File: src/rtl/sram_like_arb_pkg.sv
// Shared definitions for the SRAM-like request arbiter: size encodings, parameter defaults
// and a channel-index width helper.
package sram_like_arb_pkg;

  localparam int N_CH_DEF  = 2;
  localparam int DEPTH_DEF = 4;

  // Channel roles in the default two-master configuration.
  localparam int CH_INST = 0;
  localparam int CH_DATA = 1;

  typedef enum logic [1:0] {
    SIZE_BYTE = 2'd0,
    SIZE_HALF = 2'd1,
    SIZE_WORD = 2'd2
  } sram_size_e;

  function automatic int ch_idx_w(input int n);
    return (n > 1) ? $clog2(n) : 1;
  endfunction

endpackage

File: src/rtl/sram_arb_idfifo.sv
// In-order FIFO of granted channel indices, one entry per request accepted by the slave
// and not yet answered with data_ok.
module sram_arb_idfifo
  import sram_like_arb_pkg::*;
#(
  parameter int DEPTH = DEPTH_DEF,
  parameter int ID_W  = 1
) (
  input  logic                     clk,
  input  logic                     resetn,
  input  logic                     push,
  input  logic                     pop,
  input  logic [ID_W-1:0]          push_id,
  output logic [ID_W-1:0]          head,
  output logic                     full,
  output logic                     empty,
  output logic [$clog2(DEPTH):0]   count
);

  localparam int PTR_W = $clog2(DEPTH);
  localparam int CNT_W = PTR_W + 1;

  logic [ID_W-1:0]  mem [DEPTH];
  logic [PTR_W-1:0] wr_ptr;
  logic [PTR_W-1:0] rd_ptr;
  logic             do_push;
  logic             do_pop;

  assign full    = (count == CNT_W'(DEPTH));
  assign empty   = (count == '0);
  assign do_push = push & ~full;
  assign do_pop  = pop & ~empty;
  assign head    = mem[rd_ptr];

  // Pointers wrap naturally because DEPTH is a power of two.
  always_ff @(posedge clk or negedge resetn) begin
    if (!resetn) begin
      wr_ptr <= '0;
      rd_ptr <= '0;
      count  <= '0;
    end else begin
      if (do_push) wr_ptr <= wr_ptr + 1'b1;
      if (do_pop)  rd_ptr <= rd_ptr + 1'b1;
      case ({do_push, do_pop})
        2'b10:   count <= count + 1'b1;
        2'b01:   count <= count - 1'b1;
        default: count <= count;
      endcase
    end
  end

  always_ff @(posedge clk) begin
    if (do_push) mem[wr_ptr] <= push_id;
  end

endmodule

File: src/rtl/sram_like_arb.sv
// N-master to one-slave SRAM-like bus arbiter with address-phase lock and in-order data routing.
// Define SRAM_ARB_RR_EN for round-robin arbitration; otherwise fixed priority (lowest index wins).
module sram_like_arb
  import sram_like_arb_pkg::*;
#(
  parameter int N_CH  = N_CH_DEF,
  parameter int DEPTH = DEPTH_DEF
) (
  input  logic                   clk,
  input  logic                   resetn,
  input  logic [N_CH-1:0]        m_req,
  input  logic [N_CH-1:0]        m_wr,
  input  logic [2*N_CH-1:0]      m_size,
  input  logic [4*N_CH-1:0]      m_wstrb,
  input  logic [32*N_CH-1:0]     m_addr,
  input  logic [32*N_CH-1:0]     m_wdata,
  output logic [N_CH-1:0]        m_addr_ok,
  output logic [N_CH-1:0]        m_data_ok,
  output logic [31:0]            m_rdata,
  output logic                   s_req,
  output logic                   s_wr,
  output logic [1:0]             s_size,
  output logic [3:0]             s_wstrb,
  output logic [31:0]            s_addr,
  output logic [31:0]            s_wdata,
  input  logic                   s_addr_ok,
  input  logic                   s_data_ok,
  input  logic [31:0]            s_rdata,
  output logic                   proto_err,
  output logic [$clog2(DEPTH):0] outstanding,
  output logic                   locked
);

  localparam int CH_W = ch_idx_w(N_CH);

  // Request handshake: a master holds m_req and its fields until m_addr_ok; the slave takes
  // the request in the cycle s_req && s_addr_ok, and answers each accepted request in order
  // with exactly one s_data_ok cycle.

  logic [CH_W-1:0] arb_idx;
  logic [CH_W-1:0] gnt_idx;
  logic [CH_W-1:0] lock_ch;
  logic            lock_q;
  logic [N_CH-1:0] gnt;
  logic            any_req;
  logic            lock_mismatch;
  logic            accept;
  logic            fifo_full;
  logic            fifo_empty;
  logic            pop_ok;
  logic [CH_W-1:0] fifo_head;

`ifdef SRAM_ARB_RR_EN
  logic [CH_W-1:0]   rr_ptr;
  logic [2*N_CH-1:0] req_dbl;

  // Rotating the doubled request vector puts the pointer's channel at bit 0.
  always_comb begin : rr_search
    logic          found;
    logic [CH_W:0] sum;
    found   = 1'b0;
    sum     = '0;
    arb_idx = '0;
    req_dbl = {m_req, m_req} >> rr_ptr;
    for (int i = 0; i < N_CH; i++) begin
      if (!found && req_dbl[i]) begin
        found = 1'b1;
        sum   = {1'b0, rr_ptr} + (CH_W+1)'(i);
        if (sum >= (CH_W+1)'(N_CH)) arb_idx = CH_W'(sum - (CH_W+1)'(N_CH));
        else                        arb_idx = CH_W'(sum);
      end
    end
  end

  always_ff @(posedge clk or negedge resetn) begin
    if (!resetn) begin
      rr_ptr <= '0;
    end else if (accept) begin
      rr_ptr <= (gnt_idx == CH_W'(N_CH - 1)) ? '0 : gnt_idx + 1'b1;
    end
  end
`else
  always_comb begin
    arb_idx = '0;
    for (int i = N_CH - 1; i >= 0; i--) begin
      if (m_req[i]) arb_idx = CH_W'(i);
    end
  end
`endif

  assign any_req       = |m_req;
  assign gnt_idx       = lock_q ? lock_ch : arb_idx;
  assign lock_mismatch = lock_q & ~m_req[lock_ch];
  assign s_req         = resetn & any_req & ~fifo_full & ~lock_mismatch;
  assign accept        = s_req & s_addr_ok;
  assign pop_ok        = resetn & s_data_ok & ~fifo_empty;
  assign m_rdata       = s_rdata;
  assign locked        = lock_q;

  always_comb begin
    gnt       = '0;
    m_addr_ok = '0;
    m_data_ok = '0;
    s_wr      = 1'b0;
    s_size    = '0;
    s_wstrb   = '0;
    s_addr    = '0;
    s_wdata   = '0;
    for (int i = 0; i < N_CH; i++) begin
      gnt[i]       = (gnt_idx == CH_W'(i)) & (lock_q | any_req);
      m_addr_ok[i] = gnt[i] & accept;
      m_data_ok[i] = pop_ok & (fifo_head == CH_W'(i));
      if (gnt[i]) begin
        s_wr    = m_wr[i];
        s_size  = m_size[2*i +: 2];
        s_wstrb = m_wstrb[4*i +: 4];
        s_addr  = m_addr[32*i +: 32];
        s_wdata = m_wdata[32*i +: 32];
      end
    end
  end

  // Once offered, a request keeps its grant until the slave takes it, so the slave
  // never sees the address change under a stalled s_req.
  always_ff @(posedge clk or negedge resetn) begin
    if (!resetn) begin
      lock_q  <= 1'b0;
      lock_ch <= '0;
    end else if (accept) begin
      lock_q  <= 1'b0;
    end else if (s_req && !s_addr_ok) begin
      lock_q  <= 1'b1;
      lock_ch <= gnt_idx;
    end
  end

  always_ff @(posedge clk or negedge resetn) begin
    if (!resetn) begin
      proto_err <= 1'b0;
    end else if (s_data_ok && fifo_empty) begin
      proto_err <= 1'b1;
    end
  end

  sram_arb_idfifo #(
    .DEPTH (DEPTH),
    .ID_W  (CH_W)
  ) u_idfifo (
    .clk     (clk),
    .resetn  (resetn),
    .push    (accept),
    .pop     (pop_ok),
    .push_id (gnt_idx),
    .head    (fifo_head),
    .full    (fifo_full),
    .empty   (fifo_empty),
    .count   (outstanding)
  );

endmodule
File: config.mk
export PLATFORM = sky130hd
export DESIGN_NAME = sram_like_arb
export DESIGN_NICKNAME = d
export VERILOG_FILES = /design/src/rtl/sram_like_arb_pkg.sv /design/src/rtl/sram_arb_idfifo.sv /design/src/rtl/sram_like_arb.sv
export SDC_FILE = /design/constraint.sdc
export NUM_CORES = 1
export LEC_CHECK = 0
export BUFFER_PORTS_ARGS = -buffer_cell sky130_fd_sc_hd__buf_2
export CAP_MARGIN = 5
export CELL_PAD_IN_SITES_DETAIL_PLACEMENT = 1
export CELL_PAD_IN_SITES_GLOBAL_PLACEMENT = 1
export CORE_AREA = 3 3 113 115
export DETAILED_ROUTE_END_ITERATION = 12
export DIE_AREA = 0 0 116 118
export PLACE_DENSITY = 0.76
export REMOVE_ABC_BUFFERS = 1
export SYNTH_ARGS = -nofsm -noshare
export SYNTH_HDL_FRONTEND = slang
export SYNTH_SLANG_ARGS = --single-unit
File: constraint.sdc
create_clock -name clk -period 4.5 [get_ports clk]
set_input_delay 0.675 -clock clk [delete_from_list [all_inputs] [get_ports clk]]
set_output_delay 0.675 -clock clk [all_outputs]
set_load 0.01 [all_outputs]
==> metrics, run 1 <==
fraction of layout cells with a size suffix above 1 approximately two thirds; Setup violations, final 0; Worst-Margin Slew 0.963 ns; hpwl dp 8.40 mm; PwrDens 564 nW/µm²; num rows 40; drt drc 0; Initial Util between 10 and 15%; Worst Setup End Kind primary output; YS warnings 0; grt ovf 0; Logic pwr share between 70% and 80%; Peak Freq approximately 340 MHz; CP Max Fanout 38; first-pass GRT wire length around 14 mm; class of the worst hold path primary input to asynchronous set/reset pin; clock sinks 14; Post-CTS Setup Inserts 0; CTS H-tree lvls 1; Sw Pwr about 0.00075 W; Die Height approximately 120 µm; Critical Path AT approximately 2.3 ns; I/O pins between 200 and 300; Setup WS pre-CTS roughly 1.5 ns; area grow syn2layout 68.2%; worst-skew pair later-pin latency 0.25 ns; mapped cell area 1670 µm²; Post-DRT Antenna Nets 0; sequential power share between 10% and 20%; Post-Syn Instances 176; ant diodes 0; Post-CTS Resized 0; critical path type flop to primary output; post-cts hold buffer count 0; clock group share of total power 10.9%; clk buf depth 2; Distinct cells, synth 31; top cell type's share of synthesized area 37.8%; post-synth top area cell a22o_1; initial antenna violation count 2; final cycle utilization of the critical path between 60% and 70%; fin. max-slew vios 0; root buf cell clkbuf_16; Die Wd about 120 µm; Via Count roughly 2,200; Int Pwr a little over 0.0008 W; Tmin final ~3.0 ns; skew final 0.00199 ns; Port Buf Inserts approximately 230; TritonCTS Buffers 3; maximum VDD drop around 0.15 mV; TritonCTS clock tree built; Cell Chain, Critical Path nor2_1 > a21oi_4 > buf_12 > a22o_1 > buf_2; sequential area share after synthesis approximately 22%; final wirelength about 9.7 mm; Mapped Avg Cell Area between 9 and 10 µm²; Pleak 1.66 nW; Crit-path slowest cell a21oi_4; PnR worst setup slack 1.52 ns; clk slew on worst S/H paths approximately 0.05 ns; Iter 0 DRT Violations 72; via count of the first global-routing pass about 2,400; DRT Pass-1 Iters 4; Fin. Hold Viols 0; pin count of the biggest net entering global routing 78; Slew headroom a little over a third; TNS Setup 0 ns; status finished, final reports clean; CP Launch Type flop; crit-path max cell delay ~0.75 ns; aggregate global-route resource usage about an eighth; max cap viols 0; Area contributors post-synth a22o_1, dfrtp_1, buf_4; most common cell after layout, fill and taps aside buf_2; die area ~14,000 µm²; #FFs+latches synth 14; Sw Share a little under half; Critical Path RT between 3 and 4 ns; GPL Wtd Cong between 0.7 and 0.8; commonest non-fill, non-tap cells in the layout buf_2, a22o_1, dfrtp_1; WL/cell between 15 and 20 µm; Vias/cell between 4 and 5; area of the core approximately 12,000 µm²; Final nets between 500 and 600; RSZ-0062 raised after global routing no
-- cell usage after synthesis --
| master | count |
|---|---|
| a22o_1 | 72 |
| buf_4 | 32 |
| dfrtp_1 | 10 |
| buf_2 | 8 |
| and3_1 | 6 |
| buf_1 | 5 |
| ha_1 | 5 |
| xnor2_1 | 5 |
| edfxtp_1 | 4 |
| inv_1 | 4 |
| nor2_1 | 4 |
| clkbuf_1 | 2 |
| a211oi_4 | 1 |
| a21oi_1 | 1 |
| and2_1 | 1 |
| fa_1 | 1 |
| mux2_1 | 1 |
| mux2_2 | 1 |
| mux2_4 | 1 |
| mux2i_1 | 1 |
| mux4_2 | 1 |
| nand2_1 | 1 |
| nand2_2 | 1 |
| nand3_1 | 1 |
| nor2b_1 | 1 |
| nor3b_1 | 1 |
| o21a_1 | 1 |
| o21ai_0 | 1 |
| o21bai_1 | 1 |
| or3_1 | 1 |
| xor2_1 | 1 |
-- registers in the layout, indices dropped and copies added, names as in the netlist --
register         cells
u_idfifo.mem         4
u_idfifo.wr_ptr      2
u_idfifo.count       3
u_idfifo.rd_ptr      2
locked               1
lock_ch              1
proto_err            1
-- metrics by stage --
step	cells	hold WS (ns)	util (%)	instance area (µm²)	power, W
after global placement	506	0.453	22.9	2730	0.00138
after global routing	510	0.304	23.5	2800	0.00170
final	510	0.292	23.5	2800	0.00158
after detailed placement	506	0.469	22.9	2730	0.00143
after floorplan	129	0.379	-	1360	0.000910
after CTS	510	0.303	23.5	2800	0.00160
-- worst paths after layout --
path | start | slack (ns) | cells after the start | end
setup / recovery | locked$_DFFE_PN0P_ | 1.52 | 5 | s_wdata[6]
hold / removal | resetn | 0.29 | 1 | u_idfifo.count[0]$_DFFE_PN0P_
hold reg to reg | proto_err$_DFFE_PN0P_ | 0.47 | 1 | proto_err$_DFFE_PN0P_
max in group asynchronous | resetn | 4.00 | 1 | u_idfifo.wr_ptr[0]$_DFFE_PN0P_
min in group clk | proto_err$_DFFE_PN0P_ | 0.47 | 1 | proto_err$_DFFE_PN0P_
setup reg to reg | lock_ch$_DFFE_PN0P_ | 2.17 | 8 | u_idfifo.count[2]$_DFFE_PN0P_
-- cells by family (layout without fill, tap and decap cells) --
logic type	count (synthesis)	after routing	synth area share [%]
xor gates and xnor gates	6	6	3.15
DFF	14	14	22.2
muxes	5	5	4.20
AOI/OAI and AO/OA	77	77	40.5
adders and majority gates	6	6	4.96
buffers and inverters	51	238	19.3
and+or+nand+nor	17	17	5.63
-- layout make-up --
cell class | instances | area (µm²)
clock buffers | 3 | 75.1
well taps | 147 | 184
multi-input cells | 111 | 987
clock inverters | 1 | 3.75
inverters | 4 | 15.0
flip-flops and latches | 14 | 370
fillers | 1483 | 9110
repair buffers | 230 | 1170
-- worst max-delay path, delay by kind of cell (launching register included) --
| family | cells | cell delay [ns] |
|---|---|---|
| DFF | 1 | 0.51 |
| AOI/OAI and AO/OA | 2 | 0.94 |
| and+or+nand+nor | 1 | 0.15 |
| buffers and inverters | 2 | 0.43 |
-- power groups by stage --
stage	logic [W]	clock network, W	registers, W
6_report	0.00117	0.000172	0.000239
5_1_grt	0.00127	0.000184	0.000249
4_1_cts	0.00119	0.000176	0.000241
3_5_place_dp	0.00119	0	0.000242
3_3_place_gp	0.00115	0	0.000237
2_1_floorplan	0.000675	0	0.000236
-- per-layer routing --
metal / vias to the layer above / track usage [%] / wire length, µm
li1: 1024 / - / -
met1: 1045 / 15.5 / 3780
met2: 159 / 20.1 / 4420
met3: 15 / 8.07 / 1330
met4: 6 / 2.10 / 73
met5: - / 5.88 / 77
No activity file was read; power rests on OpenSTA's default activity.
==> inputs of run 2 (changes only) <==
- ABC_AREA: default -> 1
- CORE_AREA: 3 3 113 115 -> default
- CORE_MARGIN: default -> 3
- CORE_UTILIZATION: default -> 15
- DIE_AREA: 0 0 116 118 -> default
- PLACE_DENSITY: 0.76 -> 0.8
- clock period: 4.5 -> 2.5 ns (I/O delays scaled with it)
==> run 2 against run 1 <==
Sequential power up 80%. Non-clock buffer count up 4. Count of clock-buffer cells in the layout up 1. Cell area up 15%. Clock skew up 0.0013 ns. Area after synthesis up 23%. Hold slack better by 0.098 ns. Clock power up 84%. Via count up 26%. Final cell count up 41%. Critical endpoint is now u_idfifo.count[2]$_DFFE_PN0P_. Largest cell class unchanged. Largest power group unchanged. Highest routed layer unchanged.
==> metrics, run 2 <==
via count of the first global-routing pass 2,749; clk buf depth 2; mapped cell area 2050 µm²; clock sinks 14; TritonCTS Buffers 3; Worst path depth 10; class of the worst hold path primary input to flop; area of the core 13,300 µm²; Fin. Hold Viols 0; worst path bufs/invs 3; Cell Chain, Critical Path dlygate4sd3_1 > clkbuf_4 > inv_1 > nor2_2 > nand4_2 > ha_1 > fa_1 > a21oi_1 > o21ai_0 > xor2_1; Largest regs u_idfifo.mem x4, u_idfifo.count x3; Crit-path slowest cell dlygate4sd3_1; fillers between 1,500 and 2,000; Synth top cells by count inv_1, nand2_1, o21ai_0; Largest register FFs 4; commonest non-fill, non-tap cells in the layout buf_2, inv_1, nand2_1; Final Power roughly 0.0025 W; Worst Setup End Kind flop; placed inst area just over 3000 µm²; PwrDens 777 nW/µm²; pin count of the biggest net entering global routing between 40 and 50; top-count cell post-synth inv_1; fin. max-slew vios 0; num rows 42; path depth of the worst reg2reg path 9; RSZ-0062 raised after global routing no; final wirelength 10.3 mm; worst-skew pair later-pin latency between 0.2 and 0.3 ns; multi-input logic area 1000 µm²; Pleak a little under 2 nW; final non-filler cell area 3220 µm²; Slew headroom between 40% and 50%; worst setup path end u_idfifo.count[2]$_DFFE_PN0P_; Iter 0 DRT Violations 59; hpwl dp between 8 and 9 mm; Distinct cells, synth 27; sequential area share after synthesis 18.1%; final cycle utilization of the critical path about 94%; most common cell after layout, fill and taps aside buf_2; Reg area approximately 370 µm²; Die Height 123 µm; Critical Path AT 2.47 ns; Synth Area in Adders under 10%; crit-path max cell delay 0.52 ns; Tmin final between 2 and 2.5 ns; Initial Util between 10% and 20%; aggregate global-route resource usage between 10% and 20%; Peak Freq approximately 430 MHz; Mapped Avg Cell Area between 5 and 6 µm²; r2r endpoint u_idfifo.count[2]$_DFFE_PN0P_; CP Max Fanout 7; Port Buf Inserts 228; Post-synth top flop dfrtp_1; Worst-Margin Slew about 0.81 ns; drt drc 0; Vias/cell just under 4; grt ovf 0; ys async rst share a little over 70%; Setup WS pre-CTS between 0.2 and 0.3 ns; PnR worst setup slack 0.157 ns; ant diodes 0; FF-to-FF Start u_idfifo.count[1]$_DFFE_PN0P_; GPL Wtd Cong about 0.76; register bank with the most flops u_idfifo.mem; max cap viols 0; root buf cell clkbuf_16; mux contribution to synthesized area 0%; Post-Layout Cell Count roughly 720; skew final 0.00327 ns; main combinational cell family by area after synthesis buffers and inverters; Critical Path RT between 2 and 3 ns; Area contributors post-synth inv_1, nand2_1, o21ai_0; placed cell count roughly 700; number of synthesized flops with an enable pin 4; TritonCTS clock tree built; Final nets 730; clk slew on worst S/H paths ~0.05 ns; die area around 15,000 µm²; Post-Syn Instances 350; Hold Path Depth 3; first-pass GRT wire length between 10 and 15 mm; CP delay by family, top buffers and inverters; xor/xnor share of the synthesized area between 1.5 and 2%; Setup violations, final 0; top cell type's share of synthesized area between 15 and 20%; I/O pins a little under 300; Synth Area in Compound Gates between 20% and 30%; WL/cell about 14 µm; YS warnings 0; CP Launch Type primary input; initial antenna violation count 0; Post-CTS Setup Inserts 0; Via Count around 2,800; #FFs+latches synth 14; critical path startpoint resetn; post-synth top area cell inv_1; fraction of layout cells with a size suffix above 1 between 40 and 50%; Synth Area in Simple Gates 21.7%; maximum VDD drop between 0.2 and 0.3 mV; TNS Setup 0 ns; status finished, final reports clean; DRT Pass-1 Iters 4; CTS H-tree lvls 1; Die Wd about 120 µm; area grow syn2layout 57.0%; Post-DRT Antenna Nets 0; critical path type primary input to flop; r2r setup slk 0.42 ns
## run 2: cell count changes in the layout (fill, tap and decap cells not counted), moves of 2 or more
| cell | previous run | this run |
|---|---|---|
| buf_4 | 1 | 3 |
| nor2_1 | 4 | 12 |
| xnor2_1 | 5 | 2 |
| nand3_1 | 1 | 8 |
| nor2_2 | 0 | 2 |
| nand2_1 | 1 | 83 |
| o21ai_1 | 0 | 16 |
| a21oi_1 | 0 | 4 |
| inv_1 | 4 | 87 |
| o21ai_0 | 1 | 60 |
| and3_1 | 6 | 0 |
| a22o_1 | 71 | 0 |
## run 2: worst register-to-register path, delay by kind of cell (launching register included)
kind / cells / cell delay [ns]
AO/OA/AOI/OAI: 2 / 0.27
XOR/XNOR: 1 / 0.16
adder cells (fa/ha/maj): 2 / 0.63
buffers and inverters: 2 / 0.18
flip-flops: 1 / 0.41
AND/OR/NAND/NOR: 2 / 0.32
## run 2: worst min path at each step
stage | start | endpoint
after floorplan | resetn | lock_ch$_DFFE_PN0P_
after global placement | resetn | u_idfifo.count[2]$_DFFE_PN0P_
after detailed placement | resetn | proto_err$_DFFE_PN0P_
after CTS | s_data_ok | proto_err$_DFFE_PN0P_
after global routing | s_data_ok | proto_err$_DFFE_PN0P_
final | s_data_ok | proto_err$_DFFE_PN0P_
## run 2: final cells by class
cell class	instances	share of cell area [%]
Timing Repair Buffer	234	37.8
Multi-Input combinational cell	203	31.2
Sequential cell	14	11.5
Inverter	88	10.3
Tap cell	176	6.84
Clock buffer	4	2.45
## run 2: kinds of logic after synthesis
kind of cell,Yosys count
buffers and inverters,134
and+or+nand+nor,109
AOI/OAI and AO/OA,83
DFF,14
adders and majority gates,6
xor gates and xnor gates,4
## run 2: report_power, final
| part | internal (W) | total [W] | switching (W) |
|---|---|---|---|
| sequential | 0.000326 | 0.000431 | 0.000105 |
| clock | 0.000216 | 0.000317 | 0.000101 |
| combinational | 0.000691 | 0.00175 | 0.00106 |
| total | 0.00123 | 0.00250 | 0.00127 |
## run 2: timing repair
action                                 4_1_cts  5_1_grt
gates resized for setup                      0        1
setup endpoints to repair                    0       36
hold buffers                                 1        0
endpoints found under the hold margin        4        0
## run 2: metal layers
metal | vias to the layer above | part of all wire [%] | track usage (%)
met4 | 2 | 0.84 | 2.17
met3 | 9 | 13 | 6.91
met2 | 163 | 49 | 19.1
met1 | 1246 | 37 | 13.5
li1 | 1406 | - | -
met5 | - | 0.47 | 3.13
## run 2: stage by stage
step | utilization, % | hold WS [ns]
final | 24.2 | 0.391
after global placement | 23.5 | 0.208
after detailed placement | 23.5 | 0.210
after CTS | 24.1 | 0.389
after global routing | 24.2 | 0.398
after floorplan | - | 0.0794
